==> src/rtl/ws2812_rx.sv <==
`default_nettype none
`timescale 1ns/1ps
// +----------------------------------------------------------------------------+
// | ws2812_rx : WS2812 serial line decoder producing GRB pixels and frame info |
// | Rev 1.0                                                                    |
// +----------------------------------------------------------------------------+
module ws2812_rx #(
    parameter int F_CLK         = 12_000_000,
    parameter int T1_THRESH_NS  = 600,
    parameter int T_GLITCH_NS   = 150,
    parameter int T_HIGH_MAX_NS = 5_000,
    parameter int T_RESET_NS    = 50_000
) (
    input  logic        clk,
    input  logic        rst_n,
    input  logic        din,
    output logic [23:0] pixel_data,
    output logic        pixel_valid,
    output logic        frame_end,
    output logic [15:0] frame_pixels,
    output logic        err
);

    localparam int c_thresh   = int'((64'(F_CLK) * 64'(T1_THRESH_NS))  / 64'd1_000_000_000);
    localparam int c_glitch   = int'((64'(F_CLK) * 64'(T_GLITCH_NS))   / 64'd1_000_000_000);
    localparam int c_high_max = int'((64'(F_CLK) * 64'(T_HIGH_MAX_NS)) / 64'd1_000_000_000);
    localparam int c_reset    = int'((64'(F_CLK) * 64'(T_RESET_NS))    / 64'd1_000_000_000);
    localparam int c_hw       = $clog2(c_high_max + 1);
    localparam int c_lw       = $clog2(c_reset + 1);

    localparam logic [1:0] S_IDLE     = 2'd0;
    localparam logic [1:0] S_HIGH     = 2'd1;
    localparam logic [1:0] S_LOW      = 2'd2;
    localparam logic [1:0] S_WAIT_GAP = 2'd3;

    logic            sync1_q, sync2_q, prev_q;
    logic [1:0]      state_q, state_d;
    logic [c_hw-1:0] high_q, high_d;
    logic [c_lw-1:0] low_q, low_d;
    logic [4:0]      bit_q, bit_d;
    logic [23:0]     shift_q, shift_d;
    logic [15:0]     pix_q, pix_d;
    logic [23:0]     pdata_q, pdata_d;
    logic [15:0]     fpix_q, fpix_d;
    logic            pv_q, pv_d;
    logic            fe_q, fe_d;
    logic            err_q, err_d;

    logic            w_rise, w_fall, w_bit, w_gap_done;
    logic [23:0]     w_shift;

    assign w_rise  = sync2_q & ~prev_q;
    assign w_fall  = ~sync2_q & prev_q;
    assign w_bit   = (int'(high_q) >= c_thresh);
    assign w_shift = {shift_q[22:0], w_bit};

    // State register and all datapath registers.
    always_ff @(posedge clk) begin
        if (!rst_n) begin
            sync1_q <= 1'b0;
            sync2_q <= 1'b0;
            prev_q  <= 1'b0;
            state_q <= S_IDLE;
            high_q  <= '0;
            low_q   <= '0;
            bit_q   <= '0;
            shift_q <= '0;
            pix_q   <= '0;
            pdata_q <= '0;
            fpix_q  <= '0;
            pv_q    <= 1'b0;
            fe_q    <= 1'b0;
            err_q   <= 1'b0;
        end else begin
            sync1_q <= din;
            sync2_q <= sync1_q;
            prev_q  <= sync2_q;
            state_q <= state_d;
            high_q  <= high_d;
            low_q   <= low_d;
            bit_q   <= bit_d;
            shift_q <= shift_d;
            pix_q   <= pix_d;
            pdata_q <= pdata_d;
            fpix_q  <= fpix_d;
            pv_q    <= pv_d;
            fe_q    <= fe_d;
            err_q   <= err_d;
        end
    end

    // Next-state logic.
    always_comb begin
        state_d    = state_q;
        high_d     = high_q;
        low_d      = low_q;
        bit_d      = bit_q;
        shift_d    = shift_q;
        pix_d      = pix_q;
        pdata_d    = pdata_q;
        fpix_d     = fpix_q;
        pv_d       = 1'b0;
        fe_d       = 1'b0;
        err_d      = 1'b0;
        w_gap_done = 1'b0;

        case (state_q)
            S_IDLE: begin
                if (w_rise) begin
                    state_d = S_HIGH;
                    high_d  = c_hw'(1);
                end
            end
            S_HIGH: begin
                if (w_fall) begin
                    low_d = '0;
                    if (int'(high_q) <= c_glitch) begin
                        err_d   = 1'b1;
                        bit_d   = '0;
                        state_d = S_WAIT_GAP;
                    end else begin
                        state_d = S_LOW;
                        shift_d = w_shift;
                        if (bit_q == 5'd23) begin
                            pdata_d = w_shift;
                            pv_d    = 1'b1;
                            bit_d   = '0;
                            pix_d   = (pix_q == 16'hFFFF) ? pix_q : pix_q + 16'd1;
                        end else begin
                            bit_d = bit_q + 5'd1;
                        end
                    end
                end else if (int'(high_q) >= c_high_max - 1) begin
                    // Line stuck high: this cycle is the HIGH_MAX-th high cycle.
                    high_d  = c_hw'(c_high_max);
                    err_d   = 1'b1;
                    bit_d   = '0;
                    low_d   = '0;
                    state_d = S_WAIT_GAP;
                end else begin
                    high_d = high_q + 1'b1;
                end
            end
            S_LOW: begin
                if (w_rise) begin
                    state_d = S_HIGH;
                    high_d  = c_hw'(1);
                end else if (int'(low_q) >= c_reset - 1) begin
                    low_d      = c_lw'(c_reset);
                    state_d    = S_IDLE;
                    w_gap_done = 1'b1;
                    err_d      = (bit_q != 5'd0);
                    bit_d      = '0;
                end else begin
                    low_d = low_q + 1'b1;
                end
            end
            S_WAIT_GAP: begin
                if (sync2_q) begin
                    low_d = '0;
                end else if (int'(low_q) >= c_reset - 1) begin
                    low_d      = c_lw'(c_reset);
                    state_d    = S_IDLE;
                    w_gap_done = 1'b1;
                end else begin
                    low_d = low_q + 1'b1;
                end
            end
            default: state_d = S_IDLE;
        endcase

        // A gap closes the frame only if it actually carried pixels.
        if (w_gap_done && (pix_q != 16'd0)) begin
            fe_d   = 1'b1;
            fpix_d = pix_q;
            pix_d  = '0;
        end
    end

    // Output logic.
    always_comb begin
        pixel_data   = pdata_q;
        pixel_valid  = pv_q;
        frame_end    = fe_q;
        frame_pixels = fpix_q;
        err          = err_q;
    end

endmodule
`default_nettype wire

==> config.mk <==
export PLATFORM = sky130hd
export DESIGN_NAME = ws2812_rx
export DESIGN_NICKNAME = d
export VERILOG_FILES = /design/src/rtl/ws2812_rx.sv
export SDC_FILE = /design/constraint.sdc
export NUM_CORES = 1
export LEC_CHECK = 0
export BUFFER_PORTS_ARGS = -buffer_cell sky130_fd_sc_hd__buf_2
export CAP_MARGIN = 0
export CORE_MARGIN = 2
export CORE_UTILIZATION = 66
export CTS_BUF_LIST = sky130_fd_sc_hd__clkbuf_4 sky130_fd_sc_hd__clkbuf_8
export DETAILED_ROUTE_END_ITERATION = 8
export PLACE_DENSITY = 0.88
export SLEW_MARGIN = 20
export SYNTH_ARGS = -nofsm -noshare
export SYNTH_HDL_FRONTEND = slang
export SYNTH_SLANG_ARGS = --single-unit
==> constraint.sdc <==
create_clock -name clk -period 5.54 [get_ports clk]
set_input_delay 0.554 -clock clk [delete_from_list [all_inputs] [get_ports clk]]
set_output_delay 0.554 -clock clk [all_outputs]
set_load 0.005 [all_outputs]
### Word level (Yosys, flattened, before mapping)

Index checks and enable logic that the tools add are counted.

| cells by class | value |
|---|---|
| equal/unequal tests | 12 |
| magnitude comparators | 4 |
| muxes and demuxes | 37 |
| add/sub/neg operators | 4 |
| bitwise logic cells | 9 |
| reductions and logical operators | 17 |

Operators by type and width:

| kind | number |
|---|---|
| $mux W10 | 5 |
| $mux W5 | 6 |
| $pmux W10 S3 | 1 |
| $mux W6 | 3 |
| $add A16 B1 Y16 const B | 1 |
| $eq A16 B16 Y1 const B | 1 |
| $reduce_bool A16 Y1 | 1 |
| $mux W2 | 6 |
| $pmux W6 S2 | 1 |
| $reduce_and A3 Y1 | 4 |
| $mux W1 | 11 |
| $add A10 B1 Y10 const B | 1 |
| $ge A10 B10 Y1 const B | 1 |
| $ne A2 B2 Y1 const B | 5 |
| $pmux W5 S2 | 1 |
| $pmux W2 S4 | 1 |
| $reduce_and A4 Y1 | 2 |
| $not A1 Y1 | 7 |
| $add A6 B1 Y6 const B | 1 |
| $ge A6 B3 Y1 const B | 1 |
| $ge A6 B6 Y1 const B | 1 |
| $le A6 B1 Y1 const B | 1 |
| $add A5 B1 Y5 const B | 1 |
| $eq A5 B5 Y1 const B | 1 |
| other kinds (14) | 19 |

| word-level totals | value |
|---|---|
| bits in registers | 108 |
| word-level logic and storage cells | 97 |
| bits of input ports | 3 |

### Longest topological paths before layout

| depth | value |
|---|---|
| depth after elaboration | 6 |
| mapped depth | 10 |
| gate-level depth less buffers | 7 |

### Worst setup path before layout

Ideal clock, no wire load.

| path | value |
|---|---|
| path type | flip-flop to flip-flop |
| start | reg state_q[1] |
| end | reg pix_q[13] |
| buffers on the path | 3 |
| stages on the path, launching flop included | 11 |
| slack | 3.399 ns |
| arrival | 2.071 ns |
| cells stage by stage | dfxtp_1 inv_1 ha_1 clkbuf_2 and3b_1 buf_2 o211ai_4 or2_1 buf_6 or4_1 a21oi_1 |

| on the way | value |
|---|---|
| cells in the longest elaborated chain, start to end | 4 |

RTL lines:

| element | line | source |
|---|---|---|
| from (decl) | 37 | `logic [1:0] state_q, state_d;` |
| from (signal assigned) | 78 | `state_q <= state_d;` |
| $eq A2 B2 Y1 | 107 | `case (state_q)` |
| $pmux W1 S2 | 107 |  |
| $logic_and A1 B1 Y1 | 173 | `if (w_gap_done && (pix_q != 16'd0)) begin` |
| $reduce_or A2 Y1 (no line) | -- |  |
| to (signal assigned) | 83 | `pix_q <= pix_d;` |
| to (decl) | 42 | `logic [15:0] pix_q, pix_d;` |

Several ways; a longest one is shown, not always the timed one.
A chain may end at the register's enable or synchronous reset.

### Final worst setup path

Same ends and word-level chain as after synthesis.

==> flow_metrics.tcl <==
set metrics [dict create \
    cts.reportedPaths.clkPinSlew_ns 0.11 \
    grt_remaining_overflow 0 \
    max_slew_margin_pct 34.7 \
    antenna_cells_inserted 0 \
    cp.required_ns 5.83 \
    hold-path-endpoint "sync1_q" \
    clk_path_buf_depth 2 \
    drt-wirelength-per-cell_microns 14.4 \
    cts-buffers-inserted 9 \
    hold_path_class "input pin to flop" \
    ios 46 \
    detailedRoute.firstPassIterationCount 7 \
    max_slew.worst_pin.slew_ns 0.976 \
    critical_path.max_fanout 36 \
    holdCritStartpoint "din" \
    htree_num_levels 3 \
    syn_area_per_cell_sq_um 8.45 \
    worst_setup_start_kind "flop" \
    cts_num_sinks 108 \
    cp_cell_sequence "inv_1 > ha_1 > and3b_1 > o211ai_4 > or2_1 > or4_1 > a21oi_1" \
    timing.clock.skew_ns 0.0126 \
    main_area_contributors_after_synthesis "sky130_fd_sc_hd__dfxtp_1, sky130_fd_sc_hd__nand2_1, sky130_fd_sc_hd__a21oi_1" \
    core_area_sq_mm 0.00683 \
    place.detailed.hpwl_microns 6310 \
    mappedNetlistNets 568 \
    post-synth-top-area-fraction_pct 46.3 \
    ir_worst_vdd_mv 0.204 \
    grt_util_all_layers_pct 26.1 \
    dominantRegCellSynth "sky130_fd_sc_hd__dfxtp_1" \
    ys_seq_area_share_pct 46.3 \
    power.leakage_nw 1.84 \
    top_layer "met4" \
    synth-edff-count 0 \
    drtAntennaViolNets 0 \
    rsz0062_at_grt "false" \
    chipHeight_microns 88.1 \
    worst_skew_pair.late_latency_ns 0.38 \
    final_core_utilization_pct 74.1 \
    rr_endpoint "pix_q[13]" \
    nFillCells 517 \
    hold_viol_final 0 \
    synth.lib_cells_used.distinct 57 \
    antenna_found_initial 0 \
    number_of_buffers_inserted_by_hold_repair_at_cts 0 \
    gpl.final_weighted_congestion 0.899 \
    netlist_instances 553 \
    r2r_cells 7 \
    initialDrtViolationCount 275 \
    slowest_delay_ns 0.50 \
    number_of_warning_messages_in_the_yosys_log 0 \
    final_count_of_pins_violating_max_slew 0 \
    met2_length_microns 4670 \
    cts_tree "done" \
    fp-row-count 30 \
    detail_route.drc_violations 0 \
    grt_pass1_wl_microns 16200 \
    effective_utilization_at_floorplan_pct 68.4 \
    synthArstFlopShare_pct 0 \
    final.period_utilization_pct 49.1 \
    final_layout_size_suffix_gt1_share_pct 12.8 \
    min_delay_path_depth 2 \
    ys_seq_elements 108 \
    mappedNetlistArea_sq_mm 0.00467 \
    tns_ns 0 \
    die_w_microns 88.1 \
    nNetsFinal 589 \
    timing.critical_path.slowest_stage_cell "sky130_fd_sc_hd__or4_1" \
    flow.area_growth_from_synthesis_pct 8.38 \
    grt_start_max_net_pins 65 \
    post-synth-top-count-cell "sky130_fd_sc_hd__nand2_1" \
    route.met3.wl_microns 633 \
    p_per_area_mw_per_mm2 295 \
    maxCapViolations 0 \
    ff2ff_setup_slack_ns 2.82 \
    endpoint_kind "flop" \
    crit-reg2reg-launch "state_q[1]" \
    number_of_global_route_vias_before_repair 3650 \
    met1Wirelength_microns 4220 \
    netlist.top_cell.by_area "sky130_fd_sc_hd__dfxtp_1" \
    synth.top_cells.by_count "sky130_fd_sc_hd__nand2_1, sky130_fd_sc_hd__dfxtp_1, sky130_fd_sc_hd__a21oi_1" \
    cts.repair_timing.setup_buffer_count 0 \
    placement.io_buffers 45 \
    max_freq_mhz 368 \
    timing.final.crit_period_ns 2.72 \
    crit_arrival_ns 3.01 \
    routed_via_density 6.02 \
    postCtsResizedCells 0 \
    wirelength_microns 9720 \
    critPathKind "flop to flop" \
    setup_viol 0 \
    outcome "completed" \
    via_count 4066 \
    die_area_sq_mm 0.00777 \
    clock_tree.root_cell "sky130_fd_sc_hd__clkbuf_8" \
]
-- area by class of cell --
type,instances,area [sq um],share of cell area (%)
clock buffers,9,124,2.45
flip-flops and latches,108,2160,42.7
repair buffers,48,248,4.89
clock inverters,7,82.6,1.63
inverters,15,56.3,1.11
well taps,96,120,2.37
multi-input cells,392,2270,44.8
-- where the power goes --
| group | leakage, nW | switching (mW) | internal (mW) | total (mW) |
|---|---|---|---|---|
| Combinational | 0.869 | 0.147 | 0.0720 | 0.219 |
| Clock | 0.0987 | 0.296 | 0.179 | 0.475 |
| Sequential | 0.870 | 0.0114 | 0.786 | 0.798 |
-- through the flow --
stage | hold WS [ns] | power, mW | area, sq um | setup WS (ns) | instances
2_1_floorplan | 0.412 | 0.987 | 4670 | 3.40 | 553
3_3_place_gp | 0.418 | 1.01 | 4860 | 3.04 | 659
3_5_place_dp | 0.434 | 1.03 | 4860 | 2.93 | 659
4_1_cts | 0.374 | 1.49 | 5060 | 2.85 | 675
5_1_grt | 0.389 | 1.56 | 5060 | 2.62 | 675
6_report | 0.383 | 1.49 | 5060 | 2.82 | 675
-- logic make-up (layout without fill, tap and decap cells) --
kind of cell / count (synthesis) / after routing / synth area share (%)
AND/OR/NAND/NOR: 224 / 224 / 23.1
AO/OA/AOI/OAI: 141 / 141 / 19.4
flip-flops: 108 / 108 / 46.3
buffers and inverters: 53 / 79 / 5.11
adder cells (fa/ha/maj): 12 / 12 / 3.21
XOR/XNOR: 12 / 12 / 2.25
multiplexers: 3 / 3 / 0.643
-- cells in the final DEF, fill, tap and decap left out, types with 4 or more instances in the layout --
master	Yosys	final
sky130_fd_sc_hd__nand3_1	13	13
sky130_fd_sc_hd__a211oi_1	5	5
sky130_fd_sc_hd__o21ai_0	10	10
sky130_fd_sc_hd__nor3_1	13	13
sky130_fd_sc_hd__o22ai_1	5	5
sky130_fd_sc_hd__nand4_1	7	7
sky130_fd_sc_hd__inv_1	14	13
sky130_fd_sc_hd__or3_1	7	7
sky130_fd_sc_hd__a22o_1	15	15
sky130_fd_sc_hd__nor2_1	26	26
sky130_fd_sc_hd__a21oi_1	74	74
sky130_fd_sc_hd__nand2_1	113	113
sky130_fd_sc_hd__xnor2_1	12	12
sky130_fd_sc_hd__and4_1	6	6
sky130_fd_sc_hd__dfxtp_1	108	108
sky130_fd_sc_hd__clkbuf_8	0	9
sky130_fd_sc_hd__and3_1	4	4
sky130_fd_sc_hd__and2_1	7	7
sky130_fd_sc_hd__nor4b_1	5	5
sky130_fd_sc_hd__buf_2	9	45
sky130_fd_sc_hd__ha_1	12	12
-- metal layers --
layer / vias to the layer above / global-route usage, %
li1: 1975 / -
met1: 1902 / 33.4
met2: 162 / 43.2
met3: 27 / 6.50
met4: 0 / 9.23
met5: - / 0
-- critical path, delay by kind of cell (launching register included) --
kind	cells	cell delay, ns
simple gates	3	1.32
fa+ha+maj	1	0.34
flops	1	0.34
compound gates	2	0.51
buf+inv	1	0.12
-- sequential cells by signal, summed over array words and instances (netlist names) --
name	cells
shift_q	23
sync2_q	1
prev_q	1
pixel_valid	1
high_q	6
frame_pixels	16
pix_q	16
frame_end	1
pixel_data	24
state_q	2
low_q	10
bit_q	5
sync1_q	1
err	1
-- worst max-delay path by stage --
stage,startpoint,to,slack [ns],depth (start not counted)
after global routing,state_q[1],pix_q[13],2.62,7
after global placement,state_q[1],pix_q[13],3.04,7
after floorplan,state_q[1],pix_q[13],3.40,10
after CTS,state_q[1],pix_q[13],2.85,7
after detailed placement,state_q[1],pix_q[13],2.93,7
final,state_q[1],pix_q[13],2.82,7
Power figures use the tool's default switching activity.
